[src/rtl/alu.sv]
// 32-bit ALU with registered result and {N,Z,C,V} flags, one-cycle latency.
// Define ALU_MUL_EN to enable op 10 (MUL, low 32 bits of a*b).
module alu (
    input  logic        clk,
    input  logic        rst_n,
    input  logic [31:0] a,
    input  logic [31:0] b,
    input  logic [3:0]  op,
    output logic [31:0] res,
    output logic [3:0]  flags
);
    localparam logic [3:0] OP_ADD  = 4'd0;
    localparam logic [3:0] OP_SUB  = 4'd1;
    localparam logic [3:0] OP_AND  = 4'd2;
    localparam logic [3:0] OP_OR   = 4'd3;
    localparam logic [3:0] OP_XOR  = 4'd4;
    localparam logic [3:0] OP_SLL  = 4'd5;
    localparam logic [3:0] OP_SRL  = 4'd6;
    localparam logic [3:0] OP_SRA  = 4'd7;
    localparam logic [3:0] OP_SLT  = 4'd8;
    localparam logic [3:0] OP_SLTU = 4'd9;
`ifdef ALU_MUL_EN
    localparam logic [3:0] OP_MUL  = 4'd10;
`endif

    // One shared adder: anything but ADD runs as a+~b+1, so SLT/SLTU reuse SUB flags.
    logic        sub;
    logic [31:0] bx;
    logic [32:0] sum;
    logic        cout;
    logic        ovf;
    logic        lt_s;
    logic        lt_u;

    assign sub  = (op != OP_ADD);
    assign bx   = sub ? ~b : b;
    assign sum  = {1'b0, a} + {1'b0, bx} + {32'd0, sub};
    assign cout = sum[32];
    // Overflow when the effective operands share a sign and the result flips it.
    assign ovf  = (a[31] == bx[31]) && (sum[31] != a[31]);
    assign lt_s = sum[31] ^ ovf;
    assign lt_u = ~cout;

    logic [31:0] r;
    logic        c;
    logic        v;

    always_comb begin
        r = 32'd0;
        c = 1'b0;
        v = 1'b0;
        case (op)
            OP_ADD, OP_SUB: begin
                r = sum[31:0];
                c = cout;
                v = ovf;
            end
            OP_AND:  r = a & b;
            OP_OR:   r = a | b;
            OP_XOR:  r = a ^ b;
            OP_SLL:  r = a << b[4:0];
            OP_SRL:  r = a >> b[4:0];
            OP_SRA:  r = $signed(a) >>> b[4:0];
            OP_SLT:  r = {31'd0, lt_s};
            OP_SLTU: r = {31'd0, lt_u};
`ifdef ALU_MUL_EN
            OP_MUL:  r = a * b;
`endif
            default: r = 32'd0;
        endcase
    end

    always_ff @(posedge clk or negedge rst_n) begin
        if (!rst_n) begin
            res   <= 32'd0;
            flags <= 4'b0000;
        end else begin
            res   <= r;
            flags <= {r[31], (r == 32'd0), c, v};
        end
    end
endmodule

[config.mk]
export PLATFORM = sky130hd
export DESIGN_NAME = alu
export DESIGN_NICKNAME = d
export VERILOG_FILES = /design/src/rtl/alu.sv
export SDC_FILE = /design/constraint.sdc
export NUM_CORES = 1
export LEC_CHECK = 0
export CELL_PAD_IN_SITES_DETAIL_PLACEMENT = 1
export CELL_PAD_IN_SITES_GLOBAL_PLACEMENT = 2
export CORE_MARGIN = 2
export CORE_UTILIZATION = 24
export DETAILED_ROUTE_END_ITERATION = 8
export GPL_TIMING_DRIVEN = 0
export PLACE_DENSITY = 0.69
export SLEW_MARGIN = 10
export SYNTH_ARGS = -nofsm -noshare
export SYNTH_HDL_FRONTEND = slang
export SYNTH_SLANG_ARGS = --single-unit
[constraint.sdc]
create_clock -name clk -period 1.48 [get_ports clk]
set_clock_uncertainty 0.1 [all_clocks]
set_input_delay 0.296 -clock clk [delete_from_list [all_inputs] [get_ports clk]]
set_output_delay 0.296 -clock clk [all_outputs]
set_load 0.01 [all_outputs]
# Word level (Yosys, flattened, before mapping)
# Index checks and enable logic that the tools add are counted.
# word_totals
regBits,36
inputBits,70
out_inout_bits,36
# op_classes
n_addsub,2
eq_ne,11
n_shift,3
n_mux,4
n_bitwise,6
reduce_logical,5
# op_table
operator,n
32-bit case mux with 9 select lines,1
32-bit by 32-bit adder with 33-bit output,1
33-bit by 1-bit adder with 33-bit output,1
32-bit bitwise AND,1
32-bit zero test,1
32-bit two-way mux,1
32-bit inverter,1
32-bit OR,1
32-bit by 5-bit left shift with 32-bit output,1
32-bit by 5-bit >> shifter with 32-bit output,1
32-bit by 5-bit >>> shifter with 32-bit output,1
32-bit bitwise XOR,1
4-bit by 3-bit == test with 1-bit output (second input constant),4
4-bit by 2-bit == test with 1-bit output (second input constant),2
4-bit == test (second input constant),2
4-bit by 1-bit == test with 1-bit output (second input constant),1
4-bit zero test,1
4-bit nonzero test,1
1-bit two-way mux,2
2-bit OR reduction,1
1-bit == test,1
1-bit logical AND,1
1-bit != test,1
1-bit inverter,1
1-bit bitwise XOR,1

# Logic depth before layout (Yosys ltp)
# logic_depth
depth_word,9
depth_mapped,19
ltp_nobuf,14

# Worst setup path after synthesis
# No wires, ideal clock.
# synth_timing
path_kind,input to register
from,in b[2]
to,reg flags[2]
setup_ps,72
arrival_ps,4103
t_required_ps,1308
path_slack_ps,-2795
stages,18
n_path_buf,6
cell_sequence,buf_2 -> buf_2 -> buf_2 -> buf_2 -> buf_2 -> buf_2 -> xnor2_1 -> ha_1 -> and3b_1 -> or2_2 -> a21oi_1 -> o21ai_0 -> xor2_1 -> a221o_1 -> or4_1 -> nor4_1 -> nand4_1 -> nor2_1
# synth_via
word_cells_on_any_way,16
cone_classes,add/sub: 2; eq/ne: 1; shift: 3; mux: 2; bitwise: 6; reduce/logical: 2
# synth_rtl
item,line,text
"start, declared",7,"input logic [31:0] b,"
32-bit inverter,36,assign bx = sub ? ~b : b;
32-bit two-way mux,36,
32-bit by 32-bit adder with 33-bit output,37,"assign sum = {1'b0, a} + {1'b0, bx} + {32'd0, sub};"
33-bit by 1-bit adder with 33-bit output,37,
32-bit case mux with 9 select lines *,52,case (op)
via r[8],44,logic [31:0] r;
32-bit zero test *,79,"flags <= {r[31], (r == 32'd0), c, v};"
"end signal, assigned",79,
"end, declared",10,output logic [3:0] flags
# The timed path passes the listed nets; every way through them passes the cells marked *.

# Worst setup path in the final report
# layout_timing
from,in a[20]
to,reg flags[2]
# layout_via
elab_chain_cells,7
word_cells_on_any_way,14
cone_classes,add/sub: 2; eq/ne: 1; shift: 3; mux: 1; bitwise: 5; reduce/logical: 2
# layout_lines
item,line,text
"start, declared",6,"input logic [31:0] a,"
32-bit by 32-bit adder with 33-bit output,37,
33-bit by 1-bit adder with 33-bit output,37,
1-bit != test,40,assign ovf = (a[31] == bx[31]) && (sum[31] != a[31]);
1-bit logical AND,40,
1-bit bitwise XOR,41,assign lt_s = sum[31] ^ ovf;
32-bit case mux with 9 select lines *,52,
32-bit zero test *,79,
# Mark *: on every way between the ends. The rest lies on a longest branch, timed or not.

==> metrics.md <==
| Metric | Value |
|---|---|
| Status | finished, violations left |
| Failing checks | hold timing, setup timing |
| Die H | 208 um |
| Tot Pwr | 8.60 mW |
| Register bit count reported by yosys | 35 |
| Clock root cell | clkbuf_16 |
| CORE AREA | 0.0409 mm2 |
| Syn avg cell area | 7.63 um2 |
| Total track usage | 31.7% |
| Worst min-delay path class | in -> async |
| Initial antenna violation count | 2 |
| Post-Synth XOR/XNOR Area | 4.12% |
| GRT Residual Overflow | 0 |
| CTS tree | done |
| DR WL/cell | 34.7 um |
| Post-Synth Adder-Cell Area | 12.5% |
| Area of the die | 0.0432 mm2 |
| Sequential-to-total area share from yosys stat | 8.77% |
| Commonest non-fill, non-tap cell in the layout | nand2_1 |
| DR vias/cell | 6.19 |
| Complex-gate fraction of the synthesized area | 25.5% |
| Slew HR | 30.0% |
| Via Count | 12,700 |
| I/O Pins | 106 |
| Synthesized area | 0.00998 mm2 |
| Hold Worst Slack | -0.00905 ns |
| Placed instance count | 1,947 |
| Non-Filler Instances | 2,052 |
| Slowest stage cell, crit path | clkdlybuf4s50_1 |
| Routed Antenna Nets | 0 |
| Post-DP HPWL | 54,500 um |
| Worst-path cell chain | clkdlybuf4s50_1, clkbuf_2, mux4_2, and2_1, a31oi_1, a2bb2oi_2, a21oi_1, nor2_1, nor4b_4, nor4bb_4, nand4_1, nor2_1 |
| First-pass GRT wire length | 98,800 um |
| CP peak stage delay | 0.64 ns |
| DR iter-0 viols | 1,474 |
| Final count of negative-setup-slack endpoints | 35 |
| CP required | 1.61 ns |
| Commonest cells after routing, fill and taps aside | nand2_1, nor2_1, buf_4 |
| Pwr Density | 581 mW/mm2 |
| Area Growth Syn to Fin | 48.3% |
| Top delay family on crit path | simple AND/OR/NAND/NOR gates |
| CP most frequent cell | nor2_1 |
| Final slew viol count | 0 |
| Register area | 876 um2 |
| Port bufs | 105 |
| Yosys warnings | 0 |
| Async set-reset flop share out of synthesis | 100% |
| Syn Nets | 1,477 |
| Clock Tree Buf Depth | 2 |
| Gpl congestion | 1.03 |
| Area leader, netlist | mux4_2 |
| Max Fclk | 259 MHz |
| Largest net degree at the start of global routing | 36 |
| Distinct cells, synth | 79 |
| Main combinational cell family by area after synthesis | compound AO/OA/AOI/OAI gates |
| Area share of the largest cell type after synthesis | 12.6% |
| Worst-path clk slew | 0.07 ns |
| TritonRoute pass-1 iters | 8 |
| Path type of the worst setup path | in -> reg |
| DR DRC count | 0 |
| RSZ-0062 raised after global routing | true |
| Total of max-cap violations | 0 |
| Final Hold Vio Count | 9 |
| H-Tree Depth | 2 |
| Critical path arrival | 3.99 ns |
| Final WS setup | -2.38 ns |
| Die W | 208 um |
| Layout fillers | 4,826 |
| Period utilization | 261% |
| Footprint of the multi-input gates | 0.00975 mm2 |
| Site row count | 74 |
| CP Launch Type | primary input |
| TritonCTS Sinks | 35 |
| Max FO, Critical Path | 10 |
| Fraction of layout cells with a size suffix above 1 | 33.3% |
| Pleak | 6.11 nW |
| Layout Nets | 1,687 |
| # hold bufs at CTS | 0 |
| Final min period | 3.86 ns |
| Setup TNS | -56.01 ns |
| Critical path endpoint category | flip-flop |
| Drt total wl | 71,300 um |
| Least-Margin Pin Slew | 1.05 ns |
| Post-synthesis mux area share | 20.2% |
| Synth area leaders | mux4_2, ha_1, dfrtp_1 |
| Post-Syn Instances | 1,308 |
| Worst ir drop on vdd | 0.000411 V |
| Initial Util | 24.4% |
| Ys flop type | dfrtp_1 |
| Post-Synth Simple-Gate Area | 20.6% |
| CP bufs+invs | 2 |
| Number of global-route vias before repair | 12,800 |
| Num CTS Buffers | 5 |
| Post-synth EDFFs | 0 |
## cells in the mapped netlist (all sizes together), types with 6 or more instances
library cell  instances
nand2               123
nor2                109
o31ai                 6
or4                   6
xor2                 10
a21o                 12
a211o                10
mux2                 28
mux2i                44
nand3b                6
ha                   98
nand4                20
clkbuf               77
a22oi                21
nor2b                12
a221oi               11
a31oi                15
o22ai                14
and2                  9
inv                  79
mux4                 56
o311ai                6
a211oi               21
a21oi                83
nor4                  9
xnor2                37
o2111ai               9
o211ai               18
nand2b               13
nor3                 34
or2                  12
or3                   7
o21a                 10
o21ai                76
buf                  46
nand3                30
o221ai               14
and3                  7
dfrtp                35
## per-stage QoR
step	area (um2)	util, %	setup WS, ns	hold slack, ns
6_report	14800	36.2	-2.38	-0.00905
3_5_place_dp	11900	29.1	-4.60	0.331
5_1_grt	14800	36.2	-2.43	0.0588
2_1_floorplan	10200	-	-2.25	-0.0996
3_3_place_gp	11900	29.1	-4.58	0.997
4_1_cts	14100	34.5	-2.33	0.0189
## path summary, 6_finish.rpt
| check | startpoint | to | slack, ns | cells past startpoint |
|---|---|---|---|---|
| min | rst_n | res[8] | -0.009 | 1 |
| max in group asynchronous | rst_n | res[18] | 0.77 | 1 |
| min in group clk | b[2] | res[2] | 0.69 | 9 |
| max | a[20] | flags[2] | -2.38 | 12 |
## power breakdown
| part | internal (mW) | total [mW] | leakage [nW] | switching, mW |
|---|---|---|---|---|
| clock network | 0.805 | 1.29 | 0.0844 | 0.484 |
| registers | 1.07 | 1.10 | 0.459 | 0.0280 |
| logic | 2.56 | 6.21 | 5.57 | 3.65 |
| total | 4.44 | 8.60 | 6.11 | 4.16 |
## per-layer routing
| layer | vias up | wire length (um) | GRT usage, % |
|---|---|---|---|
| li1 | 5333 | - | - |
| met4 | 2 | 3970 | 14.1 |
| met1 | 6507 | 30300 | 42.6 |
| met2 | 683 | 31900 | 50.4 |
| met5 | - | 13 | 0 |
| met3 | 169 | 5060 | 4.38 |
## sequential cells by signal, indices dropped and copies added, names as in the netlist
register  flops
res          31
flags         4
## area by class of cell
type / count / area share, %
antenna: 1 / 0.0169
buffer: 108 / 6.71
clock buffer: 5 / 0.845
timing repair buffer: 218 / 13.6
multi-input combinational: 1069 / 65.9
tap: 532 / 4.50
sequential: 35 / 5.92
clock inverter: 3 / 0.321
inverter: 81 / 2.19
## what timing repair did
item,CTS,global route
gates resized for setup,454,103
cloned,2,0
endpoints found under the setup margin,71,35
buffers inserted,82,37
pin swaps,61,76
## cell families (layout without fill, tap and decap cells)
logic type | after synthesis | count (layout)
adders and majority gates | 99 | 99
AOI/OAI and AO/OA | 376 | 376
DFF | 35 | 35
and+or+nand+nor | 419 | 419
muxes | 128 | 128
buffers and inverters | 204 | 415
other | 0 | 1
xor gates and xnor gates | 47 | 47
(Power assumes the default switching activity.)
==> variant (same flow settings) <==
Make the reset (`rst_n`) synchronous in one clocked block.
--- a/src/rtl/alu.sv
+++ b/src/rtl/alu.sv
@@ -71,5 +71,5 @@
     end
 
-    always_ff @(posedge clk or negedge rst_n) begin
+    always_ff @(posedge clk) begin
         if (!rst_n) begin
             res   <= 32'd0;
Function: differs if rst_n is asserted again (counterexample within 4 cycles, from zero or initial values and one cycle with rst_n low); with rst_n held inactive, the same outputs for 10 cycles.
==> variant against the original RTL <==
- the flow finishes with violations (negative setup slack)
- highest routed layer unchanged
- worst setup slack lost 0.52 ns
- count of clock-buffer cells in the layout up 1
- non-clock buffer count up 13
- total power fell by 5.1%
- final area fell by 2.7%
- wire length down 5.8%
- clock power is 14% lower
- area after synthesis decreased by 4.2%
- critical endpoint is now flags[2]
- sequential cell count unchanged
- fmax is 12% lower
==> variant: results (changes against the original RTL) <==
INFO  metric first_pass_iters = 5 (-3)
INFO  metric result_of_the_run = finished, violations left
INFO  metric synth_area_leaders = mux4_2 14%, ha_1 13%, dfxtp_1 7.3%
INFO  metric global_route.usage.met3 = 0.0315 (-0.0123)
INFO  metric clock_buffer_count = 6 (+1)
INFO  metric dr.first_iter.drc_count = 1241 (-16%)
INFO  metric power_share_of_the_combinational_group = 0.739 (+0.016)
INFO  metric buffers_excl_clock = 339 (+4.0%)
INFO  metric inverters_excl_clock = 77 (-4.9%)
INFO  metric synth-seq-area-share = 0.0732 (-0.0145)
INFO  metric nonClkBufAreaFrac = 0.220 (+0.0161)
INFO  metric violations = negative setup slack
INFO  metric vdd_ir_drop_max = 0.000429 V (+4.4%)
INFO  metric syn_area_per_cell = 7.82 um^2 (+2.4%)
INFO  metric groute.layer.met1.usage = 0.411 (-0.0148)
INFO  metric flow.area_growth_from_synthesis = 50.6%
INFO  metric worst_path_largest_cell_delay = 0.57 ns (-0.07 ns)
INFO  metric layout-drive-gt1-share = 0.332 (-0.00138)
INFO  metric share_of_power_burned_in_registers = 0.126 (-0.002)
INFO  metric vias = 12.0k (-5.2%)
INFO  metric clock_cell_area_share = 0.00999 (-0.00167)
INFO  metric seq_cell_area = 701 um^2 (-20%)
INFO  metric synthMuxAreaShare = 0.230 (+0.0282)
INFO  metric multi_input_comb_cells = 1001 (-6.4%)
INFO  metric multiInputGateArea = 9440 um^2 (-3.2%)
INFO  metric antenna_diode_count = 0 (-1)
INFO  metric layout_fillers = 4583 (-5.0%)
INFO  metric groute.usage.overall = 0.311 (-0.00572)
INFO  metric max_transition_margin = 0.152 (-0.149)
INFO  metric cell_class_contributing_the_biggest_share_of_worst_path_delay = buffers and inverters
INFO  metric synth_flop_cell = dfxtp_1
INFO  metric place.detailed.hpwl = 51.5 mm (-5.5%)
INFO  metric worst_path_cell_with_the_longest_stage_delay = or4_4
INFO  metric report.final.setup_viol = 35 (unchanged)
INFO  metric post-place-cells = 1856 (-4.7%)
INFO  metric post_dp_cell_area = 11500 um^2 (-3.1%)
INFO  metric place_congestion = 1.01 (-1.5%)
INFO  metric switching_share = 0.482 (-0.00248)
INFO  metric global_route_met2_utilization = 0.514 (+0.0102)
INFO  metric routed_wl = 67.1 mm (-5.8%)
INFO  metric synth_unique_cells = 78 (-1.3%)
INFO  metric setup_slack = -2.90 ns (-0.518 ns)
INFO  metric netlist_top_cells_count = 109 x nand2_1, 98 x ha_1, 78 x nor2_1
-- variant: per-layer routing --
metal,part of all wire,routed length [um]
met4,0.051,3420
met3,0.059,3950
met5,0.00015,10
met1,0.42,28400
met2,0.47,31400
-- variant: kinds of logic (layout without fill, tap and decap cells) --
| group | after synthesis | in the layout |
|---|---|---|
| AO/OA/AOI/OAI | 335 | 335 |
| XOR/XNOR | 48 | 48 |
| adder cells (fa/ha/maj) | 99 | 99 |
| buffers and inverters | 188 | 423 |
| AND/OR/NAND/NOR | 379 | 379 |
| multiplexers | 140 | 140 |
| flip-flops | 35 | 35 |
-- variant: timing repair --
item | 4_1_cts | 5_1_grt
pin swaps | 73 | 82
setup endpoints to repair | 71 | 35
gates resized for setup | 394 | 93
setup buffers | 80 | 50
-- variant: worst paths after layout --
kind,start,endpoint,slack (ns),cells past startpoint
max,b[1],flags[2],-2.90,24
min,rst_n,res[28],0.82,2
